## src/rtl/io_switch_led_responder.sv

```systemverilog
// io_switch_led_responder: IO-mapped LED register (+0x60), debounced switches (+0x70), read-to-clear change flag (+0x72); ports clock/reset, io_read/io_write/addr/write_data -> io_rdata/io_ready, switch -> led
module io_switch_led_responder #(
  parameter int          DEB_CYCLES = 16,
  parameter logic [31:0] IO_BASE    = 32'hFFFFFC00
) (
  input  logic        clock,
  input  logic        reset,
  input  logic        io_read,
  input  logic        io_write,
  input  logic [31:0] addr,
  input  logic [15:0] write_data,
  output logic [15:0] io_rdata,
  output logic        io_ready,
  input  logic [15:0] switch,
  output logic [15:0] led
);
  localparam int CW = $clog2(DEB_CYCLES);
  logic [15:0] led_q, led_d, rdata_q, rdata_d, sync1_q, sync1_d, sync2_q, sync2_d;
  logic [15:0] cand_q, cand_d, sw_q, sw_d, rsel;
  logic [CW-1:0] cnt_q, cnt_d;
  logic ready_q, ready_d, flag_q, flag_d;
  logic rd, sel_led, sel_sw, sel_flag, same, sat;
  always_comb begin
    rd       = io_read & ~io_write;
    sel_led  = ~addr[0] && addr == IO_BASE + 32'h60;
    sel_sw   = ~addr[0] && addr == IO_BASE + 32'h70;
    sel_flag = ~addr[0] && addr == IO_BASE + 32'h72;
    led_d    = io_write && sel_led ? write_data : led_q;
    rsel     = sel_led ? led_q : sel_sw ? sw_q : sel_flag ? {15'b0, flag_q} : 16'h0000;
    rdata_d  = rd ? rsel : rdata_q;
    ready_d  = io_read | io_write;
    sync1_d  = switch;
    sync2_d  = sync1_q;
    same     = sync2_q == cand_q;
    sat      = cnt_q == CW'(DEB_CYCLES - 1);
    cand_d   = sync2_q;
    cnt_d    = !same ? '0 : sat ? cnt_q : cnt_q + 1'b1;
    sw_d     = same && sat ? cand_q : sw_q;
    flag_d   = (sw_d != sw_q) | (flag_q & ~(rd & sel_flag));
  end
  always_ff @(posedge clock) begin
    if (reset) begin
      led_q   <= '0;
      rdata_q <= '0;
      ready_q <= 1'b0;
      sync1_q <= '0;
      sync2_q <= '0;
      cand_q  <= '0;
      cnt_q   <= '0;
      sw_q    <= '0;
      flag_q  <= 1'b0;
    end else begin
      led_q   <= led_d;
      rdata_q <= rdata_d;
      ready_q <= ready_d;
      sync1_q <= sync1_d;
      sync2_q <= sync2_d;
      cand_q  <= cand_d;
      cnt_q   <= cnt_d;
      sw_q    <= sw_d;
      flag_q  <= flag_d;
    end
  end
  assign led      = led_q;
  assign io_rdata = rdata_q;
  assign io_ready = ready_q;
endmodule

```

## config.mk

```make
export PLATFORM = sky130hd
export DESIGN_NAME = io_switch_led_responder
export DESIGN_NICKNAME = d
export VERILOG_FILES = /design/src/rtl/io_switch_led_responder.sv
export SDC_FILE = /design/constraint.sdc
export NUM_CORES = 1
export LEC_CHECK = 0
export CORE_MARGIN = 1.5
export CORE_UTILIZATION = 40
export CTS_CLUSTER_DIAMETER = 150
export DETAILED_ROUTE_END_ITERATION = 16
export PLACE_DENSITY = 0.7
export SYNTH_ARGS = -nofsm -noshare
export SYNTH_HDL_FRONTEND = slang
export SYNTH_SLANG_ARGS = --single-unit
```

## constraint.sdc

```tcl
create_clock -name clock -period 1.7 [get_ports clock]
set_input_delay 0.255 -clock clock [delete_from_list [all_inputs] [get_ports clock]]
set_output_delay 0.255 -clock clock [all_outputs]
set_load 0.01 [all_outputs]
```

=== Word-level counts from Yosys, hierarchy flattened ===
Cells that the tools add are included.

* Register bits: 102
* Bits in latches: 0
* RAM bits: 0
* Memory bits (read-only): 0
* Output and inout bits: 33
* Word-level logic and storage cells: 35
* Memories kept: 0

* $add $sub $neg: 1
* Multiply operators: 0
* Div/mod/pow operators: 0
* $lt $le $gt $ge: 0
* Eq/ne operators: 6
* Shift-type cells: 0
* Muxes and demuxes: 4
* Bitwise logic cells: 9
* Reduce and logical (&&, ||, !) cells: 6

{| class="wikitable"
|+ Operators by type and width
! kind !! number
|-
| 32-bit == test, second input constant || 3
|-
| 16-bit two-way mux || 3
|-
| 16-bit == test || 1
|-
| 16-bit != test || 1
|-
| 1-bit logical AND || 5
|-
| 4-bit by 1-bit adder with 4-bit output, second input constant || 1
|-
| 4-bit == test, second input constant || 1
|-
| 1-bit inverter || 4
|-
| 1-bit bitwise AND || 3
|-
| 1-bit OR || 2
|-
| 2-bit OR reduction || 1
|-
| 1-bit two-way mux || 1
|}

=== Depth between registers and ports, before layout ===
* Depth after elaboration: 6
* Gate-level depth with buffers: 7
* Mapped depth without buffers: 5

=== Worst setup path before layout ===
OpenSTA, ideal clock, no wires.

* Kind: input to register
* From: input addr[3]
* To: register led_q[10] (netlist: led[10])
* Library setup time: 0.128 ns
* Arrival: 1.671 ns
* Data required time: 1.572 ns
* Slack: -0.098 ns
* Stages on the path: 7
* Path buffers: 2
* Cells stage by stage: or4b_1 -> nor4_1 -> and4b_1 -> buf_6 -> buf_12 -> mux2i_1 -> nor2_1

* Longest elaborated chain between the ends: 3

{| class="wikitable"
|+ RTL lines
! what !! RTL line !! text
|-
| from (decl) || 10 || <nowiki>input logic [31:0] addr,</nowiki>
|-
| 32-bit == test || 25 || <nowiki>sel_led = ~addr[0] && addr == IO_BASE + 32'h60;</nowiki>
|-
| 1-bit logical AND || 25 ||
|-
| 1-bit logical AND || 28 || <nowiki>led_d = io_write && sel_led ? write_data : led_q;</nowiki>
|-
| to (signal assigned) || 53 || <nowiki>led_q <= led_d;</nowiki>
|-
| to (decl) || 18 || <nowiki>logic [15:0] led_q, led_d, rdata_q, rdata_d, sync1_q, sync1_d, sync2_q, sync2_d;</nowiki>
|}

No other way between the ends.
A chain may end at the register's enable or synchronous reset.

=== Final worst setup path ===
* From: input addr[3]
* To: register led_q[1] (netlist: led[1])

The elaborated chain is that of the path after synthesis.

==> qor.csv <==
stage;metric;value;unit
status;outcome;completed;
place;Final HPWL DP;6.21;mm
detailed_routing;aggregate routed wire length;8.89;mm
synth;number of instances in the synthesized netlist;407;
worst_setup_path;Setup crit end kind;register;
cells_and_area;fillers;856;
detailed_routing;router iterations before antenna repair;4;
global_route;via count of the first global-routing pass;2834;
clocking;Max H-tree Level;3;
die;full die area;10900;µm²
clocking;insertion delay of the later-clocked pin in the worst-skew pair;360;ps
worst_setup_path;Worst R2R Start;cand_d[14]$_SDFF_PP0_;
worst_setup_path;Max stage delay cell, worst path;sky130_fd_sc_hd__or4b_4;
synth;register bit total from synthesis;102;
worst_setup_path;CP required;1950;ps
cells_and_area;layout cells sized above 1;0.134;
synth;cell area after synthesis;4110;µm²
power;power density of the placed cells;745;nW/µm²
die;width of the die;104;µm
sta;count of final hold-check violations;0;
detailed_routing;Final ANT Viol Nets;0;
sta;transition time of the tightest slew-check pin;292;ps
global_route;initial antenna violation count;0;
detailed_routing;number of vias per cell;4.81;
global_route;GR Util All Layers;0.163;
sta;worst-case clock skew;6.35;ps
synth;number of library cell types mapped by synthesis;35;
worst_setup_path;startpoint type of the worst setup path;input pin;
detailed_routing;DRC;0;
power;Total Power;4230;µW
place;number of buffers inserted by port buffering;100;
run;# Max-Cap Violations;0;
clocking;clock edge transition at the registers on the reported setup and hold paths;90;ps
detailed_routing;number of DRC markers after the initial detailed-route iteration;114;
die;initial core utilization;0.416;
sta;headroom to the max-slew limit;0.804;
global_route;global route total overflow;0;
detailed_routing;Via Count;3153;
sta;Max Transition Viols Final;0;
synth;nets in the synthesized netlist;476;
sta;final worst-path cycle share;0.992;
synth;yosys warns;0;
sta;final worst path period need;1690;ps
worst_setup_path;number of buffer and inverter instances along the worst setup path;2;
place;final weighted congestion of routability-driven global placement;0.729;
worst_setup_path;worst-path fanout max;7;
worst_setup_path;cell-by-cell trace of the critical path;buf_6 -> or4b_4 -> nor4_4 -> and4b_2 -> buf_8 -> mux2i_1 -> nor2_1;
worst_setup_path;Critical path origin;addr[3];
sta;hold slack final;271;ps
worst_hold_path;class of the most critical hold timing path;in2reg;
die;I/O pin count;101;
sta;unrepaired setup endpoints after global routing;true;
worst_setup_path;path type of the worst setup path;in2reg;
sta;Max Freq;593;MHz
power;leakage component of the power;0.00230;µW
die;num rows;36;
worst_setup_path;Crit path arrival time;1940;ps
die;overall die height;104;µm
cells_and_area;final net count;587;
worst_hold_path;Hold Crit Start;reset;
sta;Setup-failing EPs final;0;
synth;syn_area_per_cell;10.1;µm²
clocking;TritonCTS sink count;102;
clocking;clock tree from TritonCTS;built;
global_route;wire length of the first global-routing pass;14.2;mm
worst_setup_path;Worst path max stage delay;540;ps
clocking;maximum buffer depth of the clock tree;2;
synth;fraction of the yosys area taken by sequential cells;0.497;
global_route;maximum number of pins on one net before global-route repair;79;
worst_setup_path;family of cells with the greatest summed delay on the critical path;simple AND/OR/NAND/NOR gates;
cells_and_area;Synth-to-Final Area Change;38.1;%
clocking;clock buffer count from CTS;9;
die;placeable core region;9860;µm²
cells_and_area;Layout Utilization;0.575;
detailed_routing;routed wirelength normalized by instance count;13.5;µm
cells_and_area;count of inserted antenna diode cells;0;
clocking;clock root buffer;sky130_fd_sc_hd__clkbuf_8;
power;VDD IR-drop max;0.404;mV
worst min-delay path, stage by stage:
cell,delay [ps]
sky130_fd_sc_hd__buf_2,140
sky130_fd_sc_hd__or2_4,150
sky130_fd_sc_hd__a211oi_2,40
path summary, 6_finish.rpt:
kind / end / slack, ps / depth (start not counted)
max: led[1]$_SDFFE_PP0P_ / 10 / 7
min: cnt_q[3]$_SDFFE_PP0P_ / 270 / 3
max reg2reg: sw_q[14]$_SDFF_PP0_ / 60 / 6
min reg2reg: cand_d[10]$_SDFF_PP0_ / 440 / 1
cells in the mapped netlist:
cell                          n  area, µm²
sky130_fd_sc_hd__dfxtp_1    102       2040
sky130_fd_sc_hd__mux2i_1     49        490
sky130_fd_sc_hd__nor2b_1     48        300
sky130_fd_sc_hd__nand2b_1    34        213
sky130_fd_sc_hd__xor2_1      32        280
sky130_fd_sc_hd__nor2_1      26       97.6
sky130_fd_sc_hd__nand2_1     20       75.1
sky130_fd_sc_hd__a21oi_1     16       80.1
sky130_fd_sc_hd__clkbuf_1    16       60.1
sky130_fd_sc_hd__or4_1       15        113
sky130_fd_sc_hd__nand4_1     11       68.8
sky130_fd_sc_hd__nor4_1      11       68.8
sky130_fd_sc_hd__buf_2        3       15.0
sky130_fd_sc_hd__a31oi_1      2       12.5
sky130_fd_sc_hd__nand3_1      2       10.0
sky130_fd_sc_hd__a211oi_1     1       7.51
sky130_fd_sc_hd__a41oi_1      1       8.76
sky130_fd_sc_hd__and4b_1      1       10.0
sky130_fd_sc_hd__buf_1        1       3.75
sky130_fd_sc_hd__buf_12       1       20.0
sky130_fd_sc_hd__buf_4        1       7.51
sky130_fd_sc_hd__buf_6        1       11.3
sky130_fd_sc_hd__ha_1         1       12.5
sky130_fd_sc_hd__nand4b_1     1       8.76
sky130_fd_sc_hd__nor2_2       1       6.26
sky130_fd_sc_hd__nor3_1       1       5.00
sky130_fd_sc_hd__nor4_2       1       12.5
sky130_fd_sc_hd__o2bb2ai_1    1       8.76
sky130_fd_sc_hd__o31ai_1      1       7.51
sky130_fd_sc_hd__or2_2        1       6.26
sky130_fd_sc_hd__or3_1        1       6.26
sky130_fd_sc_hd__or3b_1       1       8.76
sky130_fd_sc_hd__or4b_1       1       10.0
sky130_fd_sc_hd__or4bb_1      1       11.3
sky130_fd_sc_hd__xnor2_1      1       8.76
through the flow:
stage | cell area [µm²] | setup slack [ps] | TNS (ps) | cells
after detailed placement | 5340 | -582 | -16590 | 633
after global placement | 5340 | -534 | -15960 | 633
after floorplan | 4110 | -33.8 | -338 | 407
after CTS | 5630 | 0.162 | 0 | 658
final | 5670 | 13.0 | 0 | 656
after global routing | 5670 | -71.9 | -1150 | 656
cell type report:
| class | count | area, µm² | area share |
|---|---|---|---|
| flip-flops and latches | 102 | 2040 | 0.360 |
| multi-input cells | 282 | 2040 | 0.360 |
| well taps | 133 | 166 | 0.0293 |
| clock buffers | 10 | 138 | 0.0243 |
| clock inverters | 6 | 46.3 | 0.00816 |
| repair buffers | 123 | 1240 | 0.218 |
layer usage:
metal / track usage / wire [µm]
met5: 0 / 0
met4: 0.0516 / 107
met3: 0.0439 / 506
met2: 0.248 / 3980
met1: 0.224 / 4300
power by group:
part / internal, µW / switching (µW)
combinational: 223 / 144
sequential: 2440 / 23.8
clock: 580 / 820
sequential cells by signal, summed over array words and instances (netlist names):
name	count
led	16
flag_q	1
io_ready	1
io_rdata	16
sync1_q	16
cnt_q	4
cand_d	16
sw_q	16
cand_q	16
cells by family (layout without fill, tap and decap cells):
kind of cell | count (synthesis) | in the layout | synth area share
AOI/OAI and AO/OA | 22 | 22 | 0.0305
xor gates and xnor gates | 33 | 33 | 0.0704
adders and majority gates | 1 | 1 | 0.00305
buffers and inverters | 23 | 139 | 0.0286
DFF | 102 | 102 | 0.497
muxes | 49 | 49 | 0.119
and+or+nand+nor | 177 | 177 | 0.251
cell usage in the layout, fill, tap and decap left out, types with 4 or more instances in the layout:
| cell | instances |
|---|---|
| sky130_fd_sc_hd__mux2i_1 | 49 |
| sky130_fd_sc_hd__dlygate4sd2_1 | 6 |
| sky130_fd_sc_hd__nand4_1 | 11 |
| sky130_fd_sc_hd__a21oi_2 | 5 |
| sky130_fd_sc_hd__xor2_1 | 32 |
| sky130_fd_sc_hd__nand2_1 | 20 |
| sky130_fd_sc_hd__dlymetal6s2s_1 | 15 |
| sky130_fd_sc_hd__buf_4 | 14 |
| sky130_fd_sc_hd__a21oi_1 | 11 |
| sky130_fd_sc_hd__clkdlybuf4s50_1 | 68 |
| sky130_fd_sc_hd__dfxtp_1 | 101 |
| sky130_fd_sc_hd__buf_2 | 5 |
| sky130_fd_sc_hd__nor2b_1 | 48 |
| sky130_fd_sc_hd__nand2b_1 | 34 |
| sky130_fd_sc_hd__buf_6 | 6 |
| sky130_fd_sc_hd__buf_12 | 4 |
| sky130_fd_sc_hd__nor4_1 | 6 |
| sky130_fd_sc_hd__nor2_1 | 26 |
| sky130_fd_sc_hd__clkbuf_8 | 10 |
| sky130_fd_sc_hd__or4_1 | 12 |
| sky130_fd_sc_hd__nor4_2 | 5 |
repair_timing:
action                     CTS  global route
pin swaps                   26            23
gates resized for setup     46            39
hold buffers                 0             0
buffers inserted             8             1
gates cloned                 1             0
setup endpoints to repair   49            49
(Power assumes the default switching activity.)
